File: src/rtl/dmem_arbiter.sv
// Round-robin arbiter and access sequencer sharing one 32-bit data memory port
// between the CPU load/store unit (requester 0) and the CNN loader (requester 1).
module dmem_arbiter #(
    parameter int ADDR_W = 10,
    parameter int DATA_W = 32
) (
    input  logic              i_clk,
    input  logic              i_reset,
    input  logic              i_req0,
    input  logic              i_req1,
    input  logic              i_we0,
    input  logic              i_we1,
    input  logic [ADDR_W-1:0] i_addr0,
    input  logic [ADDR_W-1:0] i_addr1,
    input  logic [DATA_W-1:0] i_wdata0,
    input  logic [DATA_W-1:0] i_wdata1,
    output logic              o_ack0,
    output logic              o_ack1,
    output logic              o_err0,
    output logic              o_err1,
    output logic [DATA_W-1:0] o_rdata0,
    output logic [DATA_W-1:0] o_rdata1,
    output logic              o_busy,
    output logic [1:0]        o_state,
    output logic [ADDR_W-1:0] o_mem_address,
    output logic [DATA_W-1:0] o_mem_writedata,
    output logic              o_mem_memread,
    output logic              o_mem_memwrite,
    input  logic [DATA_W-1:0] i_mem_readdata
);

    // Request handshake: a requester raises req with we/addr/wdata stable and
    // holds it until its one-cycle ack; requests are only sampled in IDLE.
    typedef enum logic [1:0] {
        IDLE   = 2'd0,
        ACCESS = 2'd1,
        ACK    = 2'd2
    } state_t;

    state_t              r_state;
    state_t              w_next_state;
    logic                r_prio;
    logic                r_owner;
    logic                r_we;
    logic [ADDR_W-1:0]   r_addr;
    logic [DATA_W-1:0]   r_wdata;
    logic                r_err;
    logic                r_ack0;
    logic                r_ack1;
    logic                r_err0;
    logic                r_err1;
    logic [DATA_W-1:0]   r_rdata0;
    logic [DATA_W-1:0]   r_rdata1;

    logic                w_win;
    logic                w_win_we;
    logic [ADDR_W-1:0]   w_win_addr;
    logic [DATA_W-1:0]   w_win_wdata;
    logic                w_misaligned;
    logic                w_load;
    logic                w_in_access;

    // Winner selection: a lone requester wins outright, a tie goes to r_prio.
    always_comb begin
        w_win = r_prio;
        if (i_req0 && !i_req1) begin
            w_win = 1'b0;
        end else if (i_req1 && !i_req0) begin
            w_win = 1'b1;
        end
    end

    assign w_win_we     = w_win ? i_we1    : i_we0;
    assign w_win_addr   = w_win ? i_addr1  : i_addr0;
    assign w_win_wdata  = w_win ? i_wdata1 : i_wdata0;
    assign w_misaligned = |w_win_addr[1:0];

    always_comb begin
        w_next_state = r_state;
        w_load       = 1'b0;
        case (r_state)
            IDLE: begin
                if (i_req0 || i_req1) begin
                    w_load       = 1'b1;
                    w_next_state = w_misaligned ? ACK : ACCESS;
                end
            end
            ACCESS:  w_next_state = ACK;
            ACK:     w_next_state = IDLE;
            default: w_next_state = IDLE;
        endcase
    end

    always_ff @(posedge i_clk) begin
        if (i_reset) begin
            r_state <= IDLE;
        end else begin
            r_state <= w_next_state;
        end
    end

    always_ff @(posedge i_clk) begin
        if (i_reset) begin
            r_prio   <= 1'b0;
            r_owner  <= 1'b0;
            r_we     <= 1'b0;
            r_addr   <= '0;
            r_wdata  <= '0;
            r_err    <= 1'b0;
            r_ack0   <= 1'b0;
            r_ack1   <= 1'b0;
            r_err0   <= 1'b0;
            r_err1   <= 1'b0;
            r_rdata0 <= '0;
            r_rdata1 <= '0;
        end else begin
            r_ack0 <= 1'b0;
            r_ack1 <= 1'b0;
            r_err0 <= 1'b0;
            r_err1 <= 1'b0;
            if (w_load) begin
                r_owner <= w_win;
                r_we    <= w_win_we;
                r_addr  <= w_win_addr;
                r_wdata <= w_win_wdata;
                r_err   <= w_misaligned;
            end
            // Misaligned requests skip ACCESS and acknowledge straight from IDLE.
            if (w_load && w_misaligned) begin
                if (w_win) begin
                    r_ack1 <= 1'b1;
                    r_err1 <= 1'b1;
                end else begin
                    r_ack0 <= 1'b1;
                    r_err0 <= 1'b1;
                end
            end
            if (r_state == ACCESS) begin
                if (r_owner) begin
                    r_ack1 <= 1'b1;
                    r_err1 <= r_err;
                    if (!r_we) r_rdata1 <= i_mem_readdata;
                end else begin
                    r_ack0 <= 1'b1;
                    r_err0 <= r_err;
                    if (!r_we) r_rdata0 <= i_mem_readdata;
                end
            end
            if (r_state == ACK) begin
                r_prio <= ~r_owner;
            end
        end
    end

    // Reset gates the write enable so an access cut short by reset never commits.
    assign w_in_access     = (r_state == ACCESS);
    assign o_mem_address   = w_in_access ? r_addr  : '0;
    assign o_mem_writedata = w_in_access ? r_wdata : '0;
    assign o_mem_memread   = w_in_access & ~r_we;
    assign o_mem_memwrite  = w_in_access & r_we & ~i_reset;

    assign o_ack0   = r_ack0;
    assign o_ack1   = r_ack1;
    assign o_err0   = r_err0;
    assign o_err1   = r_err1;
    assign o_rdata0 = r_rdata0;
    assign o_rdata1 = r_rdata1;
    assign o_busy   = (r_state != IDLE);
    assign o_state  = r_state;

endmodule

File: config.mk
export PLATFORM = sky130hd
export DESIGN_NAME = dmem_arbiter
export DESIGN_NICKNAME = d
export VERILOG_FILES = /design/src/rtl/dmem_arbiter.sv
export SDC_FILE = /design/constraint.sdc
export NUM_CORES = 1
export LEC_CHECK = 0
export ABC_AREA = 1
export BUFFER_PORTS_ARGS = -buffer_cell sky130_fd_sc_hd__buf_2
export CAP_MARGIN = 30
export CORE_MARGIN = 2
export CORE_UTILIZATION = 52
export DETAILED_ROUTE_END_ITERATION = 7
export GPL_TIMING_DRIVEN = 0
export PLACE_DENSITY = 0.84
export SLEW_MARGIN = 20
export SYNTH_ARGS = -nofsm -noshare
export SYNTH_HDL_FRONTEND = slang
export SYNTH_SLANG_ARGS = --single-unit
export TNS_END_PERCENT = 30
File: constraint.sdc
create_clock -name i_clk -period 3.8 [get_ports i_clk]
set_input_delay 0.57 -clock i_clk [delete_from_list [all_inputs] [get_ports i_clk]]
set_output_delay 0.57 -clock i_clk [all_outputs]
set_load 0.02 [all_outputs]
---- Word level (Yosys, flattened, before mapping) ----
Index checks and enable logic that the tools add are counted.
cells by class
  muxes and demuxes ....................... 24
  reduce and logical (&&, ||, !) cells .... 11
  equal/unequal tests ..................... 3
  bitwise operators ....................... 6
operators with widths
  cell                                            number
  two-way mux 32 bit                              2
  two-way mux 10 bit                              2
  two-way mux 1 bit                               17
  AND reduction 3 bit                             2
  two-way mux 2 bit                               2
  case mux 2 bit (2 select lines)                 1
  bitwise AND 1 bit                               3
  logical AND 1 bit                               3
  inverter 1 bit                                  3
  == test 2 x 1 -> 1 bit (second input constant)  1
  == test 2 bit (second input constant)           1
  zero test 1 bit                                 2
  zero test 2 bit                                 1
  != test 2 bit (second input constant)           1
  nonzero test 2 bit                              1
  OR reduction 2 bit                              1
  logical OR 1 bit                                1
word-level totals
  input bits .............................. 122
  output and inout bits ................... 115
  register bits after elaboration ......... 116
  logic and storage cells ................. 57

---- Longest topological paths before layout ----
Gate-level depths: netlist of the first run.
  depth in word-level cells ............... 10
  depth in mapped cells ................... 10

---- Least setup slack after synthesis of the first run ----
Ideal clock, no wire load.
  path type ............................... input to output
  start ................................... input port i_reset
  end ..................................... output port o_mem_memwrite
  data required time ...................... 3.230 ns
  data arrival time ....................... 1.366 ns
  slack ................................... 1.864 ns
  stages .................................. 5
  cell sequence ........................... inv_1 > buf_2 > buf_2 > nand2_1 > nor2_1
on the way
  cells in the longest elaborated chain, start to end .. 2
ends and longest elaborated chain
  element             RTL line  text
  start: declaration  8         input logic i_reset,
  inverter 1 bit      160       assign o_mem_memwrite = w_in_access & r_we & ~i_reset;
  bitwise AND 1 bit   160
  end: declaration    28        output logic o_mem_memwrite,
No other way between the ends.

---- Worst setup path after layout of the first run ----
  start ................................... register r_state[1], in the netlist o_state[1]
  end ..................................... output port o_mem_address[8]
on the way
  cells in the longest elaborated chain, start to end .. 2
ends and longest elaborated chain
  element                   RTL line  text
  start: declaration        40        state_t r_state;
  start signal: assignment  98        r_state <= w_next_state;
  == test 2 x 1 -> 1 bit    156       assign w_in_access = (r_state == ACCESS);
  two-way mux 10 bit        157       assign o_mem_address = w_in_access ? r_addr : '0;
  end: declaration          25        output logic [ADDR_W-1:0] o_mem_address,
No other way between the ends.

==> impl_metrics.ini, run 1 <==
[critical_path]
cp_slowest_cell = dfxtp_1
crit_chain = nor2_4 > inv_2 > clkbuf_1 > nor2_1 > buf_2
endpoint_kind = output port
startpoint_type = flip-flop
slowest_delay_ps = 470
crit_fanout = 10
critPathArrivalTime_ps = 1920
r2r_slack_ps = 2390
cp.required_ps = 3230
critical_path_class = reg -> out

[cts]
path_clk_slew_ps = 60
clockBufferDepth = 2
cts.sinks = 116
cts_tree = built
cts-buffers-inserted = 17
post_cts_buffers = 0
cts_htree_levels = 4
cts_hold_buf = 0
cts-root-buf = clkbuf_8
clk-insertion-delay-late_ps = 510
ctsResizeCount = 0

[synthesis]
synth_top_area_share_pct = 41.4
ys_seq_area_share_pct = 41.4
netlist_instances = 708
synth_most_common_cell = nor2_1
synth_edf_count = 0
ys_warn_count = 0
synth_area_leaders = dfxtp_1, o211ai_2, nor2_1, nand2_1, nand3_2
async_flop_share_pct = 0
synthDistinctLibCells = 26
synth_nets = 830
synth_area_per_cell_um2 = 7.93
netlist_area_um2 = 5610
yosys.area.top_type = dfxtp_1
synth-seq-cells = 116
synth_flop_cell = dfxtp_1
yosys-top-cells-count = nor2_1, dfxtp_1, nand2_1, inv_1, o21ai_1

[power_and_ir_drop]
peakVddDrop_v = 0.000305
leakage_nw = 4.12
p_total_w = 0.00360
power_density_nw_per_um2 = 475

[detailed_routing]
wl_per_cell_um = 13.4
dr.pass1.iters = 4
drc = 0
antenna_left = 0
dr.first_iter.drc_count = 170
routed_wirelength_um = 14900
viasPerCell = 4.84
vias = 5385

[worst_hold_path]
hp-class = in -> reg

[timing]
tightest_slew_ps = 515
fin_skew_ps = 12.0
slew_headroom_pct = 65.7
slew_violations = 0
rsz0062_at_grt = no
final_hold_viol_count = 0
setup_violations = 0
period_share_pct = 65.6
fin_crit_ps = 2490
tns_ps = 0
finalWorstSetupSlack_ps = 1310
max_freq_ghz = 0.401

[finish]
syn2layout_area_growth_pct = 34.9
final_net_count = 1085
fin_cells = 1112
stdcell_area_um2 = 7570
drive_gt1_share_pct = 48.3
n_antenna_cell = 0

[floorplan]
io_pins = 237
start_util_pct = 53.9
dieHeight_um = 108
core.rowCount = 37
fp.dieArea_um2 = 11600
die_w_um = 108
core_area_um2 = 10400

[status]
status = completed

[placed_design]
dp_hpwl_um = 11200
io_buffer_count = 236
dp_worst_setup_slack_ps = 1470
dp.cells = 1080
place_congestion = 0.789
dpl_cell_area_um2 = 6960

[global_routing]
top_usage_layer = met2
met3_usage_pct = 6.90
grtUsageMet1_pct = 29.0
grt_usage_pct = 25.9
globalRouteMet2Util_pct = 46.6
grt_overflow = 0
antenna_found_initial = 0
grt_pass1_wl_um = 23800
grt_pass1_vias = 5183
grt_start_max_net_pins = 17

[flow_run]
drv_cap = 0
==> area by class of cell <==
class	instances	area, µm²
well taps	136	170
clock buffers	17	414
clock inverters	15	193
multi-input cells	446	2540
repair buffers	236	1180
flip-flops and latches	116	2320
fillers	855	2850
plain buffers	46	370
inverters	100	380
==> per-layer routing <==
metal	share of wire [%]	up-vias
met5	0	-
met4	1.9	0
met3	7.9	24
met2	49	193
met1	41	2440
li1	-	2728
==> sequential cells by signal, summed over array words and instances, names as in the netlist <==
name / flops
o_state: 2
r_addr: 10
r_wdata: 32
r_we: 1
r_prio: 1
r_owner: 1
o_ack1: 1
o_err1: 1
o_ack0: 1
r_err: 1
o_rdata1: 32
o_err0: 1
o_rdata0: 32
==> final timing paths <==
path                                          to  cells after the start  startpoint
worst max-delay path            o_mem_address[8]                      5  o_state[1]
worst min-delay path                       r_err                      2     i_reset
worst max register to register      o_rdata0[21]                      8  o_state[0]
worst min register to register        r_wdata[6]                      2  r_wdata[6]
==> report_power, final <==
| part | internal (W) | switching, W | leakage (nW) |
|---|---|---|---|
| registers | 0.00130 | 0.0000580 | 0.948 |
| logic | 0.000241 | 0.000365 | 2.88 |
| clock network | 0.00102 | 0.000612 | 0.296 |
| total | 0.00256 | 0.00103 | 4.12 |
==> critical path, delay by kind of cell, from the launching register on <==
kind	cells	cell delay, ps
buf+inv	3	750
flops	1	470
simple gates	2	200
==> per-stage QoR <==
step	hold slack (ps)	utilization (%)
floorplan	462	-
global placement	470	66.9
detailed placement	480	66.9
CTS	263	72.7
global route	283	72.7
finish	278	72.7
==> layout by cell type, fill, tap and decap left out, types with 2 or more instances in the layout <==
cell	instances
nor2_8	2
inv_1	60
clkbuf_1	10
nand3_1	11
clkinv_4	4
buf_8	3
inv_4	2
o21ai_1	49
a21oi_1	2
buf_2	247
nor2_2	40
buf_4	4
clkbuf_16	16
buf_6	18
dfxtp_1	116
a21oi_2	2
o21ai_0	18
inv_6	5
nand3_2	32
bufinv_16	3
o211ai_2	42
nor2_4	2
nand2_1	97
nand2_4	3
inv_2	38
nand2_2	4
nor2_1	139
==> logic make-up (layout without fill, tap and decap cells) <==
group	count (synthesis)	in the layout	share of synthesized area (%)
AND/OR/NAND/NOR	332	332	29.3
flip-flops	116	116	41.4
buffers and inverters	146	414	13.4
AO/OA/AOI/OAI	114	114	15.9
Note: power is estimated with default switching activity, not from simulation.
==> run 2: changes to the inputs <==
Settings changed: CORE_UTILIZATION 52 to 48, PLACE_DENSITY 0.84 to 0.78.
Clock period 3.8 ns to 2.3 ns, I/O delays scaled along.
==> run 2 against run 1 <==
Worst hold slack got worse by 100 ps. Clock skew fell by 1.7 ps. First-iteration DRC count is 5.3% higher. Critical endpoint is now o_mem_address[7]. Sequential power grew 65%. Worst setup slack got worse by 1200 ps. Via count fell by 1.5%. Flip-flop and latch count is the same. Count of clock-buffer cells in the layout up 9. Total power grew 57%. Register-to-register slack worse by 1600 ps.
==> impl_metrics.ini, run 2 (synthesized netlist as in run 1, its figures left out) <==
[timing]
period_share_pct = 95.0
fin_skew_ps = 10.4
tns_ps = 0
slew_headroom_pct = 68.0
tightest_slew_ps = 479
max_freq_ghz = 0.457
rsz0062_at_grt = no
slew_violations = 0
setup_violations = 0
hold_ws_ps = 174
final_hold_viol_count = 0
fin_crit_ps = 2190

[critical_path]
r2r_slack_ps = 840
critPathCapture = o_mem_address[7]
r2r_start = o_state[0]
endpoint_kind = output port
crit_fanout = 10
cp_slowest_cell = dfxtp_1
slowest_delay_ps = 400
cp_top_family = buffers and inverters
worstSetupStartpoint = o_state[0]
path_buf_inv = 4
cp.required_ps = 1960
startpoint_type = flip-flop
rr_worst_depth = 8
critical_path_class = reg -> out
crit_chain = inv_1 > nor2_4 > inv_2 > clkbuf_1 > nor2_1 > buf_2
critPathArrivalTime_ps = 1840
cp.depth = 6
worstReg2RegEnd = o_rdata0[9]

[cts]
ctsResizeCount = 0
cts-buffers-inserted = 17
cts.sinks = 116
cts_hold_buf = 0
clockBufferDepth = 2
cts_htree_levels = 4
path_clk_slew_ps = 50
cts-root-buf = clkbuf_16
clk-insertion-delay-late_ps = 410
cts_tree = built
post_cts_buffers = 0

[finish]
final_common_cell = buf_2
fin_util_pct = 65.8
drive_gt1_share_pct = 47.6
n_antenna_cell = 0
final_net_count = 1085
fillerInstances = 1010
layout_common_cells = buf_2, nor2_1, dfxtp_1
syn2layout_area_growth_pct = 33.8

[worst_hold_path]
hp-class = in -> reg

[detailed_routing]
antenna_left = 0
dr.pass1.iters = 4
dr.first_iter.drc_count = 179
routed_wirelength_um = 15200
drc = 0
wl_per_cell_um = 13.6
viasPerCell = 4.74
vias = 5302

[power_and_ir_drop]
peakVddDrop_v = 0.000489
leakage_nw = 4.09
power_frac_clock_pct = 42.5
sw_frac_of_total_pct = 27.4
power.switching_w = 0.00155
combPwrFrac_pct = 17.7
power_density_nw_per_um2 = 754
pwr-share-seq_pct = 39.8
p_total_w = 0.00566
intPower_w = 0.00411

[flow_run]
drv_cap = 0

[global_routing]
antenna_found_initial = 0
met3_usage_pct = 7.67
grt_pass1_vias = 5251
grt_overflow = 0
grtUsageMet1_pct = 29.1
globalRouteMet2Util_pct = 42.0
top_usage_layer = met2
grt_start_max_net_pins = 17
grt_pass1_wl_um = 24800
grt_usage_pct = 24.4

[placed_design]
place_congestion = 0.825
dp_hpwl_um = 11300
io_buffer_count = 236

[floorplan]
die_w_um = 112
io_pins = 237
dieHeight_um = 112
fp.dieArea_um2 = 12600
core_area_um2 = 11400
core.rowCount = 39
start_util_pct = 49.2

[status]
status = completed
[run 2: metrics by stage]
stage / std cells / area [µm²] / worst slack [ps]
floorplan: 708 / 5610 / 628
global placement: 1087 / 6970 / 450
detailed placement: 1087 / 6970 / 415
CTS: 1118 / 7510 / 102
global route: 1118 / 7510 / 25.2
finish: 1118 / 7510 / 114
[run 2: worst min path at each step]
stage / from / end / slack [ps] / cells past startpoint
after global routing: i_reset / r_err / 170 / 2
final: i_reset / r_err / 170 / 2
after CTS: i_reset / r_err / 160 / 2
after detailed placement: o_rdata1[26] / o_rdata1[26] / 480 / 2
after floorplan: i_reset / r_err / 410 / 1
after global placement: o_rdata1[18] / o_rdata1[18] / 470 / 2
[run 2: layer usage]
layer	up-vias	share of wire, %
met2	183	48
met3	19	7.3
met5	-	0
li1	2715	-
met4	0	1.4
met1	2385	43
[run 2: final cells by class]
class	count	area, µm²	share of cell area (%)
inverters	100	380	5.06
clock inverters	5	50.0	0.666
plain buffers	46	370	4.93
flip-flops and latches	116	2320	30.9
multi-input cells	446	2540	33.8
well taps	143	179	2.38
clock buffers	26	489	6.51
repair buffers	236	1180	15.7
[run 2: power by group through the flow]
stage | Sequential [W] | Clock, W | Combinational [W]
after floorplan | 0.00233 | 0 | 0.000653
after global placement | 0.00229 | 0 | 0.000984
after detailed placement | 0.00229 | 0 | 0.00100
after CTS | 0.00225 | 0.00244 | 0.00101
after global routing | 0.00227 | 0.00256 | 0.00111
final | 0.00225 | 0.00241 | 0.00100
